### src/rtl/mdu_pkg.sv
// Shared encodings and helpers for the iterative multiply/divide unit.
package mdu_pkg;

  typedef enum logic [2:0] {
    OP_MUL   = 3'b000,
    OP_UMULL = 3'b001,
    OP_SMULL = 3'b010,
    OP_UDIV  = 3'b100,
    OP_SDIV  = 3'b101
  } op_e;

  typedef enum logic [1:0] {
    S_IDLE  = 2'd0,
    S_CALC  = 2'd1,
    S_FIXUP = 2'd2,
    S_DONE  = 2'd3
  } state_e;

  function automatic logic is_div(input logic [2:0] op);
    return (op == OP_UDIV) || (op == OP_SDIV);
  endfunction

  function automatic logic op_valid(input logic [2:0] op);
    return (op == OP_MUL) || (op == OP_UMULL) || (op == OP_SMULL) || is_div(op);
  endfunction

endpackage

### src/rtl/mul_div_unit_if.sv
// Request/response bundle between the controller (master) and the mul/div unit (slave).
interface mul_div_unit_if #(parameter int WIDTH = 32);
  logic             start;
  logic [2:0]       op;
  logic [WIDTH-1:0] a;
  logic [WIDTH-1:0] b;
  logic             busy;
  logic             done;
  logic [WIDTH-1:0] result_lo;
  logic [WIDTH-1:0] result_hi;
  logic             flag_n;
  logic             flag_z;
  logic             div_zero;
  logic [1:0]       state;

  modport master (output start, op, a, b,
                  input  busy, done, result_lo, result_hi, flag_n, flag_z, div_zero, state);
  modport slave  (input  start, op, a, b,
                  output busy, done, result_lo, result_hi, flag_n, flag_z, div_zero, state);
endinterface

### src/rtl/mdu_step.sv
// One radix-2 iteration: shift-add multiply or restoring shift-subtract divide.
// Accumulator layout is {high half, low half}; the low half carries the
// multiplier bits (consumed from the LSB) or the dividend/quotient bits.
module mdu_step #(
  parameter int WIDTH = 32
) (
  input  logic [2*WIDTH-1:0] acc_i,
  input  logic [WIDTH-1:0]   opnd_i,
  input  logic               div_i,
  output logic [2*WIDTH-1:0] acc_o
);
  logic [WIDTH:0]   sum;
  logic [WIDTH:0]   rem;
  logic [WIDTH-1:0] diff;

  // Next accumulator for the selected mode
  always_comb begin
    sum  = {1'b0, acc_i[2*WIDTH-1:WIDTH]} + (acc_i[0] ? {1'b0, opnd_i} : '0);
    rem  = acc_i[2*WIDTH-1:WIDTH-1];
    // remainder before subtract is < 2*divisor, so the difference fits WIDTH bits
    diff = rem[WIDTH-1:0] - opnd_i;
    if (div_i) begin
      if (rem >= {1'b0, opnd_i}) acc_o = {diff, acc_i[WIDTH-2:0], 1'b1};
      else                       acc_o = {rem[WIDTH-1:0], acc_i[WIDTH-2:0], 1'b0};
    end else begin
      acc_o = {sum, acc_i[WIDTH-1:1]};
    end
  end
endmodule

### src/rtl/mul_div_unit.sv
// Iterative multicycle multiply/divide unit: MUL, UMULL, SMULL, UDIV, SDIV
// with NZ flags. Works on magnitudes and applies signs in a single fixup cycle.
import mdu_pkg::*;

module mul_div_unit #(
  parameter int WIDTH = 32
) (
  input  logic           clk,
  input  logic           reset,
  mul_div_unit_if.slave  bus
);
  localparam int CNTW = $clog2(WIDTH+1);

  state_e             state_q, state_d;
  logic [2:0]         op_q, op_d;
  logic [2*WIDTH-1:0] acc_q, acc_d, acc_step, prod;
  logic [WIDTH-1:0]   opnd_q, opnd_d;
  logic [CNTW-1:0]    cnt_q, cnt_d;
  logic               neg_q, neg_d, neg_rem_q, neg_rem_d, dz_q, dz_d;
  logic [WIDTH-1:0]   res_lo_q, res_lo_d, res_hi_q, res_hi_d;
  logic               fn_q, fn_d, fz_q, fz_d, dzo_q, dzo_d;
  logic [WIDTH-1:0]   fix_lo, fix_hi, a_mag, b_mag;
  logic               fix_n, fix_z, is_long, sgn_op, a_neg, b_neg, b_zero;

  // Operand conditioning of the incoming request
  assign sgn_op = (bus.op == OP_SMULL) || (bus.op == OP_SDIV);
  assign a_neg  = sgn_op & bus.a[WIDTH-1];
  assign b_neg  = sgn_op & bus.b[WIDTH-1];
  assign a_mag  = a_neg ? -bus.a : bus.a;
  assign b_mag  = b_neg ? -bus.b : bus.b;
  assign b_zero = (bus.b == '0);

  mdu_step #(.WIDTH(WIDTH)) u_step (
    .acc_i  (acc_q),
    .opnd_i (opnd_q),
    .div_i  (is_div(op_q)),
    .acc_o  (acc_step)
  );

  // Sign fixup and flag generation from the finished magnitude result
  always_comb begin
    prod    = neg_q ? -acc_q : acc_q;
    is_long = (op_q == OP_UMULL) || (op_q == OP_SMULL);
    if (is_div(op_q)) begin
      fix_lo = neg_q     ? -acc_q[WIDTH-1:0]       : acc_q[WIDTH-1:0];
      fix_hi = neg_rem_q ? -acc_q[2*WIDTH-1:WIDTH] : acc_q[2*WIDTH-1:WIDTH];
    end else begin
      fix_lo = prod[WIDTH-1:0];
      fix_hi = (op_q == OP_MUL) ? '0 : prod[2*WIDTH-1:WIDTH];
    end
    fix_n = is_long ? fix_hi[WIDTH-1] : fix_lo[WIDTH-1];
    fix_z = is_long ? ~|{fix_hi, fix_lo} : ~|fix_lo;
  end

  // Next-state and datapath control
  always_comb begin
    state_d   = state_q;
    op_d      = op_q;
    acc_d     = acc_q;
    opnd_d    = opnd_q;
    cnt_d     = cnt_q;
    neg_d     = neg_q;
    neg_rem_d = neg_rem_q;
    dz_d      = dz_q;
    res_lo_d  = res_lo_q;
    res_hi_d  = res_hi_q;
    fn_d      = fn_q;
    fz_d      = fz_q;
    dzo_d     = dzo_q;
    case (state_q)
      S_IDLE, S_DONE: begin
        state_d = S_IDLE;
        if (bus.start && op_valid(bus.op)) begin
          op_d   = bus.op;
          opnd_d = b_mag;
          cnt_d  = CNTW'(WIDTH);
          if (is_div(bus.op) && b_zero) begin
            // raw dividend lands in the remainder half; no sign fixup applies
            acc_d     = {bus.a, {WIDTH{1'b0}}};
            neg_d     = 1'b0;
            neg_rem_d = 1'b0;
            dz_d      = 1'b1;
            state_d   = S_FIXUP;
          end else begin
            acc_d     = {{WIDTH{1'b0}}, a_mag};
            neg_d     = a_neg ^ b_neg;
            neg_rem_d = a_neg & is_div(bus.op);
            dz_d      = 1'b0;
            state_d   = S_CALC;
          end
        end
      end
      S_CALC: begin
        acc_d = acc_step;
        cnt_d = cnt_q - CNTW'(1);
        if (cnt_q == CNTW'(1)) state_d = S_FIXUP;
      end
      S_FIXUP: begin
        res_lo_d = fix_lo;
        res_hi_d = fix_hi;
        fn_d     = fix_n;
        fz_d     = fix_z;
        dzo_d    = dz_q;
        state_d  = S_DONE;
      end
      default: state_d = S_IDLE;
    endcase
  end

  // State and datapath registers; reset aborts any operation in flight
  always_ff @(posedge clk or negedge reset) begin
    if (!reset) begin
      state_q   <= S_IDLE;
      op_q      <= '0;
      acc_q     <= '0;
      opnd_q    <= '0;
      cnt_q     <= '0;
      neg_q     <= 1'b0;
      neg_rem_q <= 1'b0;
      dz_q      <= 1'b0;
      res_lo_q  <= '0;
      res_hi_q  <= '0;
      fn_q      <= 1'b0;
      fz_q      <= 1'b0;
      dzo_q     <= 1'b0;
    end else begin
      state_q   <= state_d;
      op_q      <= op_d;
      acc_q     <= acc_d;
      opnd_q    <= opnd_d;
      cnt_q     <= cnt_d;
      neg_q     <= neg_d;
      neg_rem_q <= neg_rem_d;
      dz_q      <= dz_d;
      res_lo_q  <= res_lo_d;
      res_hi_q  <= res_hi_d;
      fn_q      <= fn_d;
      fz_q      <= fz_d;
      dzo_q     <= dzo_d;
    end
  end

  assign bus.busy      = (state_q == S_CALC) || (state_q == S_FIXUP);
  assign bus.done      = (state_q == S_DONE);
  assign bus.state     = state_q;
  assign bus.result_lo = res_lo_q;
  assign bus.result_hi = res_hi_q;
  assign bus.flag_n    = fn_q;
  assign bus.flag_z    = fz_q;
  assign bus.div_zero  = dzo_q;
endmodule

### src/flat_wrapper.sv
// flat-port wrapper written by rule: the top's interface ports become plain ports
module mul_div_unit_flat 
#(
  parameter int WIDTH = 32
)
  (clk, reset, bus_start, bus_op, bus_a, bus_b, bus_busy, bus_done, bus_result_lo, bus_result_hi, bus_flag_n, bus_flag_z, bus_div_zero, bus_state);
  mul_div_unit_if #(.WIDTH(WIDTH)) bus_i ();
  input  logic clk;
  input  logic reset;
  input wire logic [$bits(bus_i.start)-1:0] bus_start;
  input wire logic [$bits(bus_i.op)-1:0] bus_op;
  input wire logic [$bits(bus_i.a)-1:0] bus_a;
  input wire logic [$bits(bus_i.b)-1:0] bus_b;
  output wire logic [$bits(bus_i.busy)-1:0] bus_busy;
  output wire logic [$bits(bus_i.done)-1:0] bus_done;
  output wire logic [$bits(bus_i.result_lo)-1:0] bus_result_lo;
  output wire logic [$bits(bus_i.result_hi)-1:0] bus_result_hi;
  output wire logic [$bits(bus_i.flag_n)-1:0] bus_flag_n;
  output wire logic [$bits(bus_i.flag_z)-1:0] bus_flag_z;
  output wire logic [$bits(bus_i.div_zero)-1:0] bus_div_zero;
  output wire logic [$bits(bus_i.state)-1:0] bus_state;
  assign bus_i.start = bus_start;
  assign bus_i.op = bus_op;
  assign bus_i.a = bus_a;
  assign bus_i.b = bus_b;
  assign bus_busy = bus_i.busy;
  assign bus_done = bus_i.done;
  assign bus_result_lo = bus_i.result_lo;
  assign bus_result_hi = bus_i.result_hi;
  assign bus_flag_n = bus_i.flag_n;
  assign bus_flag_z = bus_i.flag_z;
  assign bus_div_zero = bus_i.div_zero;
  assign bus_state = bus_i.state;
  mul_div_unit #(.WIDTH(WIDTH)) u_core (.clk(clk), .reset(reset), .bus(bus_i));
endmodule
### config.mk
export PLATFORM = sky130hd
export DESIGN_NAME = mul_div_unit_flat
export DESIGN_NICKNAME = d
export VERILOG_FILES = /design/src/rtl/mdu_pkg.sv /design/src/rtl/mul_div_unit_if.sv /design/src/rtl/mdu_step.sv /design/src/rtl/mul_div_unit.sv /design/src/flat_wrapper.sv
export SDC_FILE = /design/constraint.sdc
export NUM_CORES = 1
export LEC_CHECK = 0
export CAP_MARGIN = 20
export CORE_MARGIN = 5
export CORE_UTILIZATION = 28
export DETAILED_ROUTE_END_ITERATION = 12
export DONT_BUFFER_PORTS = 1
export GPL_ROUTABILITY_DRIVEN = 0
export SKIP_CTS_REPAIR_TIMING = 1
export SLEW_MARGIN = 20
export SYNTH_ARGS = -nofsm -noshare
export SYNTH_HDL_FRONTEND = slang
export SYNTH_SLANG_ARGS = --single-unit
export TNS_END_PERCENT = 20
### constraint.sdc
create_clock -name clk -period 8.67 [get_ports clk]
set_input_delay 2.1675 -clock clk [delete_from_list [all_inputs] [get_ports clk]]
set_output_delay 2.1675 -clock clk [all_outputs]
set_load 0.005 [all_outputs]
## After elaboration in Yosys (flattened, before gate mapping)

Cells that the tools add are included.

| word-level totals | value |
|---|---|
| logic and storage cells | 87 |
| output and inout bits | 71 |
| register bits | 177 |
| input port bits | 70 |

| operators by class | value |
|---|---|
| reduce and logical (&&, ||, !) cells | 22 |
| mux-type cells | 25 |
| add/subtract/negate cells | 8 |
| $lt $le $gt $ge | 1 |
| eq/ne operators | 14 |
| bitwise operators | 4 |

Operator list:

| operator | count |
|---|---|
| 64-bit 2-to-1 mux | 5 |
| 32-bit 2-to-1 mux | 8 |
| 32-bit negator | 4 |
| 64-bit case mux with 2 select lines | 1 |
| 64-bit negator | 1 |
| 64-bit OR reduction | 1 |
| 32-bit by 33-bit adder with 33-bit output | 1 |
| 33-bit by 32-bit >= comparator with 1-bit output | 1 |
| 32-bit logical NOT | 1 |
| 32-bit OR reduction | 1 |
| 32-bit subtractor | 1 |
| 3-bit equality test, second input constant | 4 |
| 6-bit case mux with 2 select lines | 1 |
| 1-bit logical OR | 8 |
| 3-bit by 1-bit equality test with 1-bit output, second input constant | 2 |
| 3-bit by 2-bit equality test with 1-bit output, second input constant | 2 |
| 6-bit by 1-bit equality test with 1-bit output, second input constant | 1 |
| 3-bit logical NOT | 2 |
| 2-bit 2-to-1 mux | 3 |
| 6-bit 2-to-1 mux | 1 |
| 2-bit case mux with 3 select lines | 1 |
| 6-bit by 1-bit subtractor with 6-bit output, second input constant | 1 |
| 1-bit 2-to-1 mux | 5 |
| 2-bit equality test, second input constant | 2 |
| other kinds (10) | 16 |

## Depth between registers and ports, before layout

| logic depth | value |
|---|---|
| depth in word-level cells | 7 |
| depth in mapped cells | 15 |
| gate-level depth less buffers | 13 |

## Modules after synthesis

A second synthesis with hierarchy kept.

| unflattened totals | value |
|---|---|
| cells, all modules | 2,177 |
| area, all modules | 16,814.9 um^2 |

By module, submodules not included:

| module | instances | cells each | area each (um^2) |
|---|---|---|---|
| mul_div_unit | 1 | 1,531 | 12,231.7 |
| mdu_step | 1 | 646 | 4,583.1 |

## Worst setup path after synthesis

OpenSTA, ideal clock, no wires.

| timing path | value |
|---|---|
| path kind | input to register |
| start | in bus_b[0] |
| end | reg u_core.acc_q[51] |
| arrival | 4.758 ns |
| data required time | 8.605 ns |
| cell stages on the path | 12 |
| buffers on the path | 1 |
| path slack | 3.846 ns |
| cell sequence | inv_1 ha_1 nand3b_1 or2_2 nor2b_1 nand3_1 nor4_1 and2_0 clkbuf_1 a21oi_1 o211ai_1 o22a_1 |

| on the way | value |
|---|---|
| word-level cells in the longest chain between the ends | 5 |

Ends and longest elaborated chain:

| what | line | text |
|---|---|---|
| from (decl) | flat_wrapper.sv:13 | `input wire logic [$bits(bus_i.b)-1:0] bus_b;` |
| 32-bit logical NOT | mul_div_unit.sv:31 | `assign b_zero = (bus.b == '0);` |
| 1-bit logical AND | mul_div_unit.sv:77 | `if (is_div(bus.op) && b_zero) begin` |
| 64-bit 2-to-1 mux | mul_div_unit.sv:77 |  |
| 64-bit 2-to-1 mux | mul_div_unit.sv:73 | `if (bus.start && op_valid(bus.op)) begin` |
| 64-bit case mux with 2 select lines | mul_div_unit.sv:70 | `case (state_q)` |
| to (signal assigned) | mul_div_unit.sv:115 | `acc_q <= '0;` |
| to (signal assigned) | mul_div_unit.sv:129 | `acc_q <= acc_d;` |
| to (decl) | mul_div_unit.sv:16 | `logic [2*WIDTH-1:0] acc_q, acc_d, acc_step, prod;` |

Every way passes these cells. The select of a mux whose other input is x is not followed.
A chain may end at the register's enable or synchronous reset.

## Final worst setup path

| timing path | value |
|---|---|
| start | in bus_b[0] |
| end | reg u_core.acc_q[60] |

Same word-level chain as after synthesis.

==> flow_metrics.py <==
metrics = {
    "synthesis": {
        "synth_top_family_by_area": "compound AO/OA/AOI/OAI gates",
        "synth.avg_cell_area_um2": 7.38,
        "netlist_instances": 2165,
        "synthFlopType": "dfrtp_1",
        "synth_mux_area_share_pct": 2.37,
        "ys_async_sr_fraction_pct": 100,
        "synthAdderAreaFrac_pct": 6.05,
        "yosysSeqAreaShare_pct": 27.7,
        "synth_enable_flop_cells": 0,
        "syn_nets": 2311,
        "yosys.area_share.simple_pct": 24.4,
        "synth-xor-area-share_pct": 8.06,
        "synth-compound-area-share_pct": 26.2,
        "synth-seq-cells": 177,
        "yosysWarnings": 0,
        "syn_area_mm2": 0.0160,
        "yosysUniqueCellTypes": 79,
    },
    "route": {
        "drtPass1Iterations": 8,
        "dr_total_vias": 16500,
        "vias_per_cell": 5.84,
        "wirelength_mm": 60.0,
        "drcViolationCount": 0,
        "ant_nets": 0,
        "first_iter_violations": 1924,
        "wl_per_cell_um": 21.3,
    },
    "worst_setup_path": {
        "crit_path_end_kind": "register",
        "critical_path_class": "in2reg",
        "worstPathBufferInverterCount": 2,
        "cp.depth": 12,
        "endpoint": "u_core.acc_q[60]$_DFFE_PN0P_",
        "cp_slowest_cell": "and2_1",
        "cp-startpoint": "bus_b[0]",
        "rrSetupSlack_ns": 3.96,
        "r2r_end": "u_core.bus.flag_z$_DFFE_PN0P_",
        "cp.arrival_ns": 5.23,
        "reg2regPathDepth": 12,
        "path_cells": "inv_1, ha_1, nand3b_1, or2_2, nor2b_1, nand3_1, nor4_2, buf_4, and2_1, and3_1, a21oi_1, o221ai_1",
        "slowest_delay_ns": 0.74,
        "reg2reg_from": "u_core.acc_q[1]$_DFFE_PN0P_",
        "cp_max_fo": 27,
        "startpoint_type": "primary input",
        "crit_family": "simple AND/OR/NAND/NOR gates",
        "required_ns": 9.05,
    },
    "clock_tree": {
        "cts_tree": "built",
        "cts_sinks": 177,
        "clockRootBuffer": "clkbuf_16",
        "numCtsBuffers": 17,
        "h-tree-depth": 4,
        "clk_pin_slew_ns": 0.07,
        "clkLatencyLatePin_ns": 0.48,
        "clockBufferDepth": 2,
    },
    "die": {
        "start_util_pct": 28.3,
        "num_rows": 87,
        "dieArea_mm2": 0.0619,
        "fp.dieW_um": 249,
        "core_area_mm2": 0.0565,
        "ios": 141,
        "die_h_um": 249,
    },
    "sta": {
        "setup_viol": 0,
        "rsz0062_at_grt": "no",
        "fin_crit_sh_pct": 56.0,
        "period_minus_slack_ns": 4.86,
        "finalMaxSlewViolations": 0,
        "max-slew-margin-rel_pct": 23.3,
        "clock_skew_ns": 0.0174,
        "tns_ns": 0,
        "final_hold_viol_count": 0,
        "max_freq_mhz": 206,
        "worst_pin_slew_ns": 1.14,
    },
    "worst_hold_path": {
        "hp-class": "reg2reg",
    },
    "place": {
        "hpwl_mm": 45.7,
        "placed_cell_area_mm2": 0.0165,
        "port_buffers": 0,
    },
    "cells_and_area": {
        "nNetsFinal": 2200,
        "syn_to_final_growth_pct": 7.07,
        "drive_gt1_share_pct": 4.93,
        "stdcell_area_mm2": 0.0171,
        "nFillCells": 6047,
        "antenna_cells": 0,
    },
    "grt": {
        "overflow": 0,
        "antenna_found_initial": 1,
        "grt_pass1_wl_mm": 91.8,
        "track_usage_pct": 18.4,
        "grt_pass1_vias": 15200,
        "grt_max_degree": 178,
    },
    "power_and_ir_drop": {
        "vdd_drop_max_uv": 197,
        "leakage_nw": 6.75,
        "power_density_mw_per_mm2": 447,
    },
    "run": {
        "cap_violations": 0,
    },
    "outcome": {
        "status": "finished, final reports clean",
    },
}
worst min-delay path, stage by stage (launching register included):
cell and delay, ns:
dfrtp_1 0.34, nand2_1 0.05, o21ai_0 0.06
flip-flops by register name, indices dropped and copies added (netlist names), 2 cells and up:
register and cells:
u_core.bus.result_hi 32, u_core.bus.result_lo 32, u_core.opnd_q 32, u_core.op_q 3, u_core.cnt_q 6, u_core.bus.state 2
u_core.acc_q 64
power by group:
group	leakage, nW	switching [mW]	internal [mW]
logic	4.35	3.11	1.82
clock network	0.277	0.387	0.380
registers	2.13	0.720	1.22
cell families (layout without fill, tap and decap cells):
logic type	Yosys count	count (layout)
compound gates	688	688
xor+xnor	147	147
fa+ha+maj	76	76
buf+inv	215	117
flops	177	177
mux	35	35
simple gates	827	827
metal layers:
metal | wire [µm] | global-route usage, % | share of wire [%] | up-vias
li1 | - | - | - | 7593
met1 | 25500 | 25.5 | 42 | 7809
met2 | 26200 | 27.8 | 44 | 931
met3 | 6580 | 5.31 | 11 | 140
met4 | 1740 | 5.69 | 2.9 | 0
met5 | 0 | 0 | 0 | -
cell type report:
class | count | area, µm² | area share (%)
repair buffers | 18 | 135 | 0.790
flip-flops and latches | 177 | 4430 | 25.9
clock buffers | 19 | 443 | 2.59
multi-input cells | 1773 | 10800 | 63.1
clock inverters | 13 | 105 | 0.615
inverters | 67 | 251 | 1.47
well taps | 756 | 946 | 5.53
Yosys cell counts, drive strengths merged, types with 6 or more instances:
| cell | count | share of area [%] |
|---|---|---|
| a211oi | 22 | 1.0 |
| a21o | 31 | 1.5 |
| a21oi | 248 | 7.8 |
| a221oi | 9 | 0.49 |
| a22oi | 8 | 0.38 |
| a31oi | 28 | 1.1 |
| a32oi | 8 | 0.44 |
| and2 | 21 | 0.82 |
| and3 | 16 | 0.63 |
| buf | 13 | 0.43 |
| clkbuf | 135 | 3.2 |
| dfrtp | 177 | 28 |
| ha | 74 | 5.8 |
| inv | 64 | 1.5 |
| mux2 | 22 | 1.6 |
| mux2i | 13 | 0.81 |
| nand2 | 256 | 6.1 |
| nand2b | 32 | 1.3 |
| nand3 | 53 | 1.7 |
| nand4 | 30 | 1.2 |
| nor2 | 235 | 5.5 |
| nor2b | 15 | 0.59 |
| nor3 | 62 | 1.9 |
| nor4 | 41 | 1.6 |
| o211ai | 19 | 0.89 |
| o21a | 20 | 0.94 |
| o21ai | 184 | 5.8 |
| o21bai | 6 | 0.28 |
| o221ai | 6 | 0.33 |
| o22ai | 8 | 0.31 |
| o31ai | 32 | 1.5 |
| o41ai | 12 | 0.66 |
| or2 | 10 | 0.39 |
| or3 | 20 | 0.78 |
| or4 | 17 | 0.82 |
| xnor2 | 70 | 3.8 |
| xor2 | 77 | 4.2 |
how the worst min path moves through the flow:
stage,start,to,slack (ns),cells past startpoint
finish,u_core.opnd_q[5]$_DFFE_PN0P_,u_core.opnd_q[5]$_DFFE_PN0P_,0.48,2
global route,u_core.opnd_q[18]$_DFFE_PN0P_,u_core.opnd_q[18]$_DFFE_PN0P_,0.51,2
CTS,u_core.opnd_q[5]$_DFFE_PN0P_,u_core.opnd_q[5]$_DFFE_PN0P_,0.49,2
detailed placement,u_core.opnd_q[5]$_DFFE_PN0P_,u_core.opnd_q[5]$_DFFE_PN0P_,0.47,2
global placement,u_core.opnd_q[8]$_DFFE_PN0P_,u_core.opnd_q[8]$_DFFE_PN0P_,0.47,2
floorplan,u_core.opnd_q[10]$_DFFE_PN0P_,u_core.opnd_q[10]$_DFFE_PN0P_,0.45,2
stage by stage:
step	worst slack, ns	power (mW)	util [%]	cells	hold slack [ns]
after floorplan	3.85	5.30	-	2165	0.450
after global placement	3.15	6.62	29.3	2791	0.467
after detailed placement	3.43	6.72	29.3	2791	0.472
after CTS	3.89	7.50	30.3	2823	0.487
after global routing	3.55	8.20	30.3	2823	0.510
final	3.81	7.63	30.3	2823	0.479
layout by cell type (no fill, tap or decap), types with 18 or more instances in the layout:
cell,instances
a211oi_1,22
a21o_1,31
a21oi_1,248
a31oi_1,28
and2_1,20
buf_4,18
dfrtp_1,177
ha_1,73
inv_1,64
mux2_2,22
nand2_1,255
nand2b_1,31
nand3_1,52
nand4_1,30
nor2_1,235
nor3_1,62
nor4_1,39
o211ai_1,19
o21a_1,20
o21ai_0,182
o31ai_1,32
or3_1,20
xnor2_1,70
xor2_1,77
(Power assumes the default switching activity.)
